--- config.mk ---
export PLATFORM = sky130hd
export DESIGN_NAME = pixel_collect3
export DESIGN_NICKNAME = d
export VERILOG_FILES = /design/src/rtl/pixel_collect3.sv
export SDC_FILE = /design/constraint.sdc
export NUM_CORES = 1
export LEC_CHECK = 0
export CORE_MARGIN = 4
export CORE_UTILIZATION = 57
export CTS_BUF_LIST = sky130_fd_sc_hd__clkbuf_2 sky130_fd_sc_hd__clkbuf_4 sky130_fd_sc_hd__clkbuf_8
export CTS_CLUSTER_SIZE = 30
export DETAILED_ROUTE_END_ITERATION = 10
export HOLD_SLACK_MARGIN = 0.06
export PLACE_DENSITY = 0.88
export RECOVER_POWER = 50
export SETUP_SLACK_MARGIN = 0.2
export SLEW_MARGIN = 20
export SYNTH_ARGS = -nofsm -noshare
export SYNTH_HDL_FRONTEND = slang
export SYNTH_SLANG_ARGS = --single-unit
export TNS_END_PERCENT = 50
--- constraint.sdc ---
create_clock -name clk -period 6.4 [get_ports clk]
set_input_delay 1.28 -clock clk [delete_from_list [all_inputs] [get_ports clk]]
set_output_delay 1.28 -clock clk [all_outputs]
set_load 0.02 [all_outputs]
--- src/rtl/pixel_collect3.sv ---
// pixel_collect3
// Gathers one colour result from each of three render engines into three
// slots. Once all three slots are full, the slots are streamed out as three
// ready/valid beats in slot order, with frame and line markers taken from a
// raster pixel counter. A one-cycle fin_flag tells the coordinate distributor
// that the batch has drained. A done strobe that finds its slot already full
// is dropped and latches the sticky overflow flag.
module pixel_collect3 #(
  parameter int COLOR_WIDTH   = 24,
  parameter int SCREEN_WIDTH  = 640,
  parameter int SCREEN_HEIGHT = 480,
  parameter int NUM_ENGINES   = 3
) (
  input  logic                   clk,
  input  logic                   reset,
  input  logic                   done1,
  input  logic                   done2,
  input  logic                   done3,
  input  logic [COLOR_WIDTH-1:0] color1,
  input  logic [COLOR_WIDTH-1:0] color2,
  input  logic [COLOR_WIDTH-1:0] color3,
  output logic [COLOR_WIDTH-1:0] out_data,
  output logic                   out_valid,
  input  logic                   out_ready,
  output logic                   out_sof,
  output logic                   out_eol,
  output logic                   fin_flag,
  output logic                   overflow
);

  localparam int PX_W = (SCREEN_WIDTH  > 1) ? $clog2(SCREEN_WIDTH)  : 1;
  localparam int PY_W = (SCREEN_HEIGHT > 1) ? $clog2(SCREEN_HEIGHT) : 1;

  localparam logic [1:0]      LAST_BEAT = 2'(NUM_ENGINES - 1);
  localparam logic [PX_W-1:0] PX_MAX    = PX_W'(SCREEN_WIDTH - 1);
  localparam logic [PY_W-1:0] PY_MAX    = PY_W'(SCREEN_HEIGHT - 1);
  localparam logic [PX_W-1:0] PX_ZERO   = PX_W'(0);
  localparam logic [PY_W-1:0] PY_ZERO   = PY_W'(0);
  localparam logic [PX_W-1:0] PX_ONE    = PX_W'(1);
  localparam logic [PY_W-1:0] PY_ONE    = PY_W'(1);

  typedef enum logic [0:0] {
    COLLECT = 1'b0,
    EMIT    = 1'b1
  } state_t;

  // registered state
  state_t                 state_r;
  logic [COLOR_WIDTH-1:0] slot_data_r [3];
  logic [2:0]             slot_full_r;
  logic [1:0]             beat_r;
  logic [PX_W-1:0]        px_r;
  logic [PY_W-1:0]        py_r;
  logic [COLOR_WIDTH-1:0] out_data_r;
  logic                   out_valid_r;
  logic                   out_sof_r;
  logic                   out_eol_r;
  logic                   fin_flag_r;
  logic                   overflow_r;

  // next-state values
  state_t                 state_s;
  logic [COLOR_WIDTH-1:0] slot_data_s [3];
  logic [2:0]             slot_full_s;
  logic [1:0]             beat_s;
  logic [PX_W-1:0]        px_s;
  logic [PY_W-1:0]        py_s;
  logic [COLOR_WIDTH-1:0] out_data_s;
  logic                   out_valid_s;
  logic                   out_sof_s;
  logic                   out_eol_s;
  logic                   fin_flag_s;
  logic                   overflow_s;

  // decoded events
  logic [2:0]             done_s;
  logic [COLOR_WIDTH-1:0] color_s [3];
  logic [2:0]             capture_s;
  logic                   accept_s;
  logic                   last_accept_s;

  assign done_s     = {done3, done2, done1};
  assign color_s[0] = color1;
  assign color_s[1] = color2;
  assign color_s[2] = color3;

  assign out_data  = out_data_r;
  assign out_valid = out_valid_r;
  assign out_sof   = out_sof_r;
  assign out_eol   = out_eol_r;
  assign fin_flag  = fin_flag_r;
  assign overflow  = overflow_r;

  // Handshake decode: a beat moves only when it is both offered and taken.
  always_comb begin
    accept_s      = out_valid_r && out_ready;
    last_accept_s = 1'b0;
    if (accept_s && (beat_r == LAST_BEAT)) begin
      last_accept_s = 1'b1;
    end else begin
      last_accept_s = 1'b0;
    end
  end

  // Slot capture: a strobe is taken only into an empty slot and never on the
  // edge that drains the batch; anything else is dropped and flagged.
  always_comb begin
    capture_s  = 3'b000;
    overflow_s = overflow_r;
    for (int i = 0; i < 3; i++) begin
      if (done_s[i] && (slot_full_r[i] || last_accept_s)) begin
        capture_s[i] = 1'b0;
        overflow_s   = 1'b1;
      end else if (done_s[i]) begin
        capture_s[i] = 1'b1;
      end else begin
        capture_s[i] = 1'b0;
      end
    end
  end

  // Slot contents and full bits for the next cycle.
  always_comb begin
    slot_data_s = slot_data_r;
    slot_full_s = slot_full_r;
    for (int i = 0; i < 3; i++) begin
      if (capture_s[i]) begin
        slot_data_s[i] = color_s[i];
      end else begin
        slot_data_s[i] = slot_data_r[i];
      end
    end
    if (last_accept_s) begin
      slot_full_s = 3'b000;
    end else begin
      slot_full_s = slot_full_r | capture_s;
    end
  end

  // Beat index and raster counter: both step only on an accepted beat. The
  // raster counter runs continuously across batches, so a line may end in
  // the middle of a batch.
  always_comb begin
    beat_s = beat_r;
    px_s   = px_r;
    py_s   = py_r;
    if (accept_s) begin
      if (last_accept_s) begin
        beat_s = 2'd0;
      end else begin
        beat_s = beat_r + 2'd1;
      end
      if (px_r == PX_MAX) begin
        px_s = PX_ZERO;
        if (py_r == PY_MAX) begin
          py_s = PY_ZERO;
        end else begin
          py_s = py_r + PY_ONE;
        end
      end else begin
        px_s = px_r + PX_ONE;
        py_s = py_r;
      end
    end else begin
      beat_s = beat_r;
      px_s   = px_r;
      py_s   = py_r;
    end
  end

  // Collect/emit sequencing: enter EMIT on the edge the last slot fills,
  // leave it on acceptance of the final beat.
  always_comb begin
    state_s    = state_r;
    fin_flag_s = last_accept_s;
    case (state_r)
      COLLECT: begin
        if (&slot_full_s) begin
          state_s = EMIT;
        end else begin
          state_s = COLLECT;
        end
      end
      EMIT: begin
        if (last_accept_s) begin
          state_s = COLLECT;
        end else begin
          state_s = EMIT;
        end
      end
      default: begin
        state_s = COLLECT;
      end
    endcase
  end

  // Output beat for the next cycle, computed from next-state values so the
  // first beat is presented right after the edge that completed the batch.
  // While stalled none of the inputs to this block change, so the beat holds.
  always_comb begin
    out_valid_s = (state_s == EMIT);
    out_data_s  = {COLOR_WIDTH{1'b0}};
    out_sof_s   = 1'b0;
    out_eol_s   = 1'b0;
    if (out_valid_s) begin
      case (beat_s)
        2'd0:    out_data_s = slot_data_s[0];
        2'd1:    out_data_s = slot_data_s[1];
        2'd2:    out_data_s = slot_data_s[2];
        default: out_data_s = {COLOR_WIDTH{1'b0}};
      endcase
      out_sof_s = (px_s == PX_ZERO) && (py_s == PY_ZERO);
      out_eol_s = (px_s == PX_MAX);
    end else begin
      out_data_s = {COLOR_WIDTH{1'b0}};
      out_sof_s  = 1'b0;
      out_eol_s  = 1'b0;
    end
  end

  // State and output registers; reset overrides every same-cycle event.
  always_ff @(posedge clk) begin
    if (reset) begin
      state_r     <= COLLECT;
      for (int i = 0; i < 3; i++) begin
        slot_data_r[i] <= {COLOR_WIDTH{1'b0}};
      end
      slot_full_r <= 3'b000;
      beat_r      <= 2'd0;
      px_r        <= PX_ZERO;
      py_r        <= PY_ZERO;
      out_data_r  <= {COLOR_WIDTH{1'b0}};
      out_valid_r <= 1'b0;
      out_sof_r   <= 1'b0;
      out_eol_r   <= 1'b0;
      fin_flag_r  <= 1'b0;
      overflow_r  <= 1'b0;
    end else begin
      state_r     <= state_s;
      for (int i = 0; i < 3; i++) begin
        slot_data_r[i] <= slot_data_s[i];
      end
      slot_full_r <= slot_full_s;
      beat_r      <= beat_s;
      px_r        <= px_s;
      py_r        <= py_s;
      out_data_r  <= out_data_s;
      out_valid_r <= out_valid_s;
      out_sof_r   <= out_sof_s;
      out_eol_r   <= out_eol_s;
      fin_flag_r  <= fin_flag_s;
      overflow_r  <= overflow_s;
    end
  end

endmodule
==> key figures <==
Placed design
  – Placed inst area: 6110 um2
  – IO buf count: 106
  – Final weighted congestion in routability-driven placement: 0.902
  – Worst slack at placement: 2.56 ns
  – Placed cells: 725
  – Half-perimeter wire length after detailed placement: 8890 um

STA
  – Worst-case headroom to the max-slew limit: -0.298
  – Fmax: 229 MHz
  – Hold Violations, Final: 0
  – Final setup skew: 0.0166 ns
  – Number of setup violations in the final report: 0
  – Part of the cycle the worst path needs: 0.684
  – Min setup slack post-route: 2.02 ns
  – RSZ-0062 raised after global routing: no
  – Clock period minus final worst setup slack: 4.38 ns
  – Final Max Tran Viols: 50
  – Worst-Margin Slew: 1.95 ns
  – Final TNS setup: 0 ns

Finish
  – Layout Cells excl Fill: 756
  – Sequential cell area in the final layout: 2500 um2
  – Area occupied by multi-input gates: 2360 um2
  – Final Net Count: 716
  – Fraction of final layout cells sized beyond drive strength 1: 0.0664
  – Number of antenna repair diodes: 0
  – Number of filler instances in the final layout: 624
  – Area delta synth->final: 28.4%
  – Post-Layout Inst Area: 6480 um2

Global routing
  – Maximum number of pins on one net before global-route repair: 100
  – Initial antenna violation count: 0
  – Grt total ovfl: 0
  – Overall routing resource usage: 0.255
  – Number of global-route vias before repair: 4321
  – First-pass GRT wire length: 20600 um

Setup path
  – Worst setup path category: primary input to register
  – CP startpoint: out_ready
  – Critical path fanouts, max: 24
  – Source of the worst register-to-register timing path: beat_r[1]
  – Required @ worst endpoint: 6.72 ns
  – Kind of end point of the critical path: register
  – Kind of launch point of the worst setup path: primary input
  – Arrival @ worst endpoint: 4.70 ns

Run status
  – Failing checks: capacitance limit, slew limit
  – Status: finished with violations

Yosys
  – Synthesis-stage register bit count: 125
  – Yosys top cell area share: 0.496
  – Dominant cell by count in the synthesized netlist: sky130_fd_sc_hd__dfxtp_1
  – Syn Area/Cell: 9.31 um2
  – Most common library cells after synthesis: sky130_fd_sc_hd__dfxtp_1 (125), sky130_fd_sc_hd__nor2_1 (124), sky130_fd_sc_hd__mux2i_1 (74), sky130_fd_sc_hd__o21a_1 (26), sky130_fd_sc_hd__o22ai_1 (26)
  – Number of flops mapped to enable cells by yosys: 0
  – Cell type with the largest total area after synthesis: sky130_fd_sc_hd__dfxtp_1
  – Synth Net Count: 622
  – Gate Count Post-Synth: 542
  – Ys async rst share: 0
  – Post-Syn Area: 5040 um2
  – Number of library cell types mapped by synthesis: 46
  – Seq/Total Area, Yosys: 0.496
  – Most used flip-flop cell after synthesis: sky130_fd_sc_hd__dfxtp_1
  – Synth area leaders: sky130_fd_sc_hd__dfxtp_1 (50%), sky130_fd_sc_hd__mux2i_1 (15%), sky130_fd_sc_hd__nor2_1 (9.2%)
  – Warning count from the yosys run: 0

Drt
  – Wirelength, routed: 13200 um
  – Total number of vias: 4365
  – DRC: 0
  – Antenna viol nets, final: 0
  – Detailed-route vias per instance: 5.77
  – DR WL/cell: 17.4 um
  – DRT Pass-1 Iters: 5
  – Iteration-0 DRC Markers: 277

Clock tree
  – Number of buffers added for setup after CTS: 0
  – TritonCTS clock tree: yes
  – Maximum root-to-sink buffer count: 2
  – CTS Root Cell: sky130_fd_sc_hd__clkbuf_8
  – Hold Buf Count CTS: 0
  – Post-cts sizing count: 0
  – Sinks on Clock Net: 125
  – Clock transition time at the flip-flop clock pins of the worst setup and hold paths: 0.07 ns
  – CTS H-tree depth: 4
  – TritonCTS buffer count: 17
  – Clock insertion delay at the later pin of the skew report: 0.44 ns

Floorplanning
  – Std cell rows: 34
  – Die outline width: 102 um
  – Area of the core region: 8680 um2
  – Initial core utilization: 0.581
  – DIE HEIGHT: 102 um
  – I/O pins: 107
  – Area of the die: 10400 um2

Power and ir drop
  – Leak Pwr: 0.00277 uW
  – Switching power share of the total: 0.274
  – Final Power: 1700 uW
  – Net switching power figure: 467 uW
  – IR drop worst, VDD: 0.211 mV
  – Register share of total power: 0.488
  – Fraction of power consumed by the clock network: 0.378
  – Pwr dens: 263 nW/um2
  – Part of the power in combinational logic: 0.134
  – Power Internal: 1240 uW

Min path
  – Class of the worst hold path: register to register
  – Start point of the worst hold path: slot_data_r[62]

Job
  – # Max-Cap Violations: 2
[state kept, by name, summed over array words and instances, names as in the netlist]
| register | count |
|---|---|
| slot_data_r | 72 |
| overflow | 1 |
| out_data | 24 |
| slot_full_r | 3 |
| out_sof | 1 |
| fin_flag | 1 |
| px_r | 10 |
| out_valid | 1 |
| py_r | 9 |
| out_eol | 1 |
| beat_r | 2 |
[layer usage]
metal  up-vias  global-route usage  wire (um)
met5         -                   0          0
met4         0              0.0928        228
met3        20              0.0840        997
met2       177               0.431       6420
met1      2086               0.302       5510
li1       2082                   -          -
[worst max-delay path, stage by stage]
cell	delay (ns)
sky130_fd_sc_hd__dlygate4sd3_1	0.65
sky130_fd_sc_hd__and4b_1	0.42
sky130_fd_sc_hd__nor2_1	0.08
sky130_fd_sc_hd__nand2_1	0.07
sky130_fd_sc_hd__clkbuf_1	1.39
sky130_fd_sc_hd__mux2i_1	0.40
sky130_fd_sc_hd__o22ai_1	0.16
sky130_fd_sc_hd__o21a_1	0.23
[layout by cell type (no fill, tap or decap), drive strengths merged, types with 3 or more instances in the layout]
master and count:
and3 6, inv 7, or4 3, dfxtp 125
buf 5, nor2 124, o21a 26, a21oi 12
nand2 20, or3 5, clkbuf 19, nand3 11
clkinv 7, xor2 4, o21ai 15, a211oi 4
mux2i 74, nand4 5, nor3 8, xnor2 4
dlygate4sd3 30, clkdlybuf4s50 75, o22ai 26, nor4 5
[layout make-up]
class,count,area share
clock inverters,14,0.0212
multi-input cells,377,0.365
well taps,108,0.0209
flip-flops and latches,125,0.386
repair buffers,112,0.169
inverters,3,0.00174
clock buffers,17,0.0361
[power groups by stage]
stage | Clock [uW] | Sequential [uW] | Combinational [uW]
2_1_floorplan | 0 | 856 | 116
3_3_place_gp | 0 | 847 | 221
3_5_place_dp | 0 | 849 | 227
4_1_cts | 650 | 832 | 230
5_1_grt | 681 | 834 | 247
6_report | 645 | 831 | 229
[through the flow]
stage | util | hold WS [ns]
after CTS | 0.747 | 0.502
after floorplan | - | 0.460
after global routing | 0.746 | 0.519
after detailed placement | 0.704 | 0.480
final | 0.746 | 0.497
after global placement | 0.704 | 0.471
[worst paths after layout]
kind | cells past startpoint | slack (ns) | endpoint
setup reg to reg | 7 | 3.05 | out_data[7]
hold / removal | 2 | 0.50 | slot_data_r[62]
hold reg to reg | 2 | 0.50 | slot_data_r[62]
setup / recovery | 8 | 2.02 | out_data[7]
[logic make-up (layout without fill, tap and decap cells)]
group	Yosys count	in the layout	share of synthesized area
flip-flops	125	125	0.496
adder cells (fa/ha/maj)	2	2	0.00496
AND/OR/NAND/NOR	199	199	0.178
XOR/XNOR	8	8	0.0139
multiplexers	75	75	0.149
buffers and inverters	40	146	0.0379
AO/OA/AOI/OAI	93	93	0.120
No activity file was read; power rests on OpenSTA's default activity.
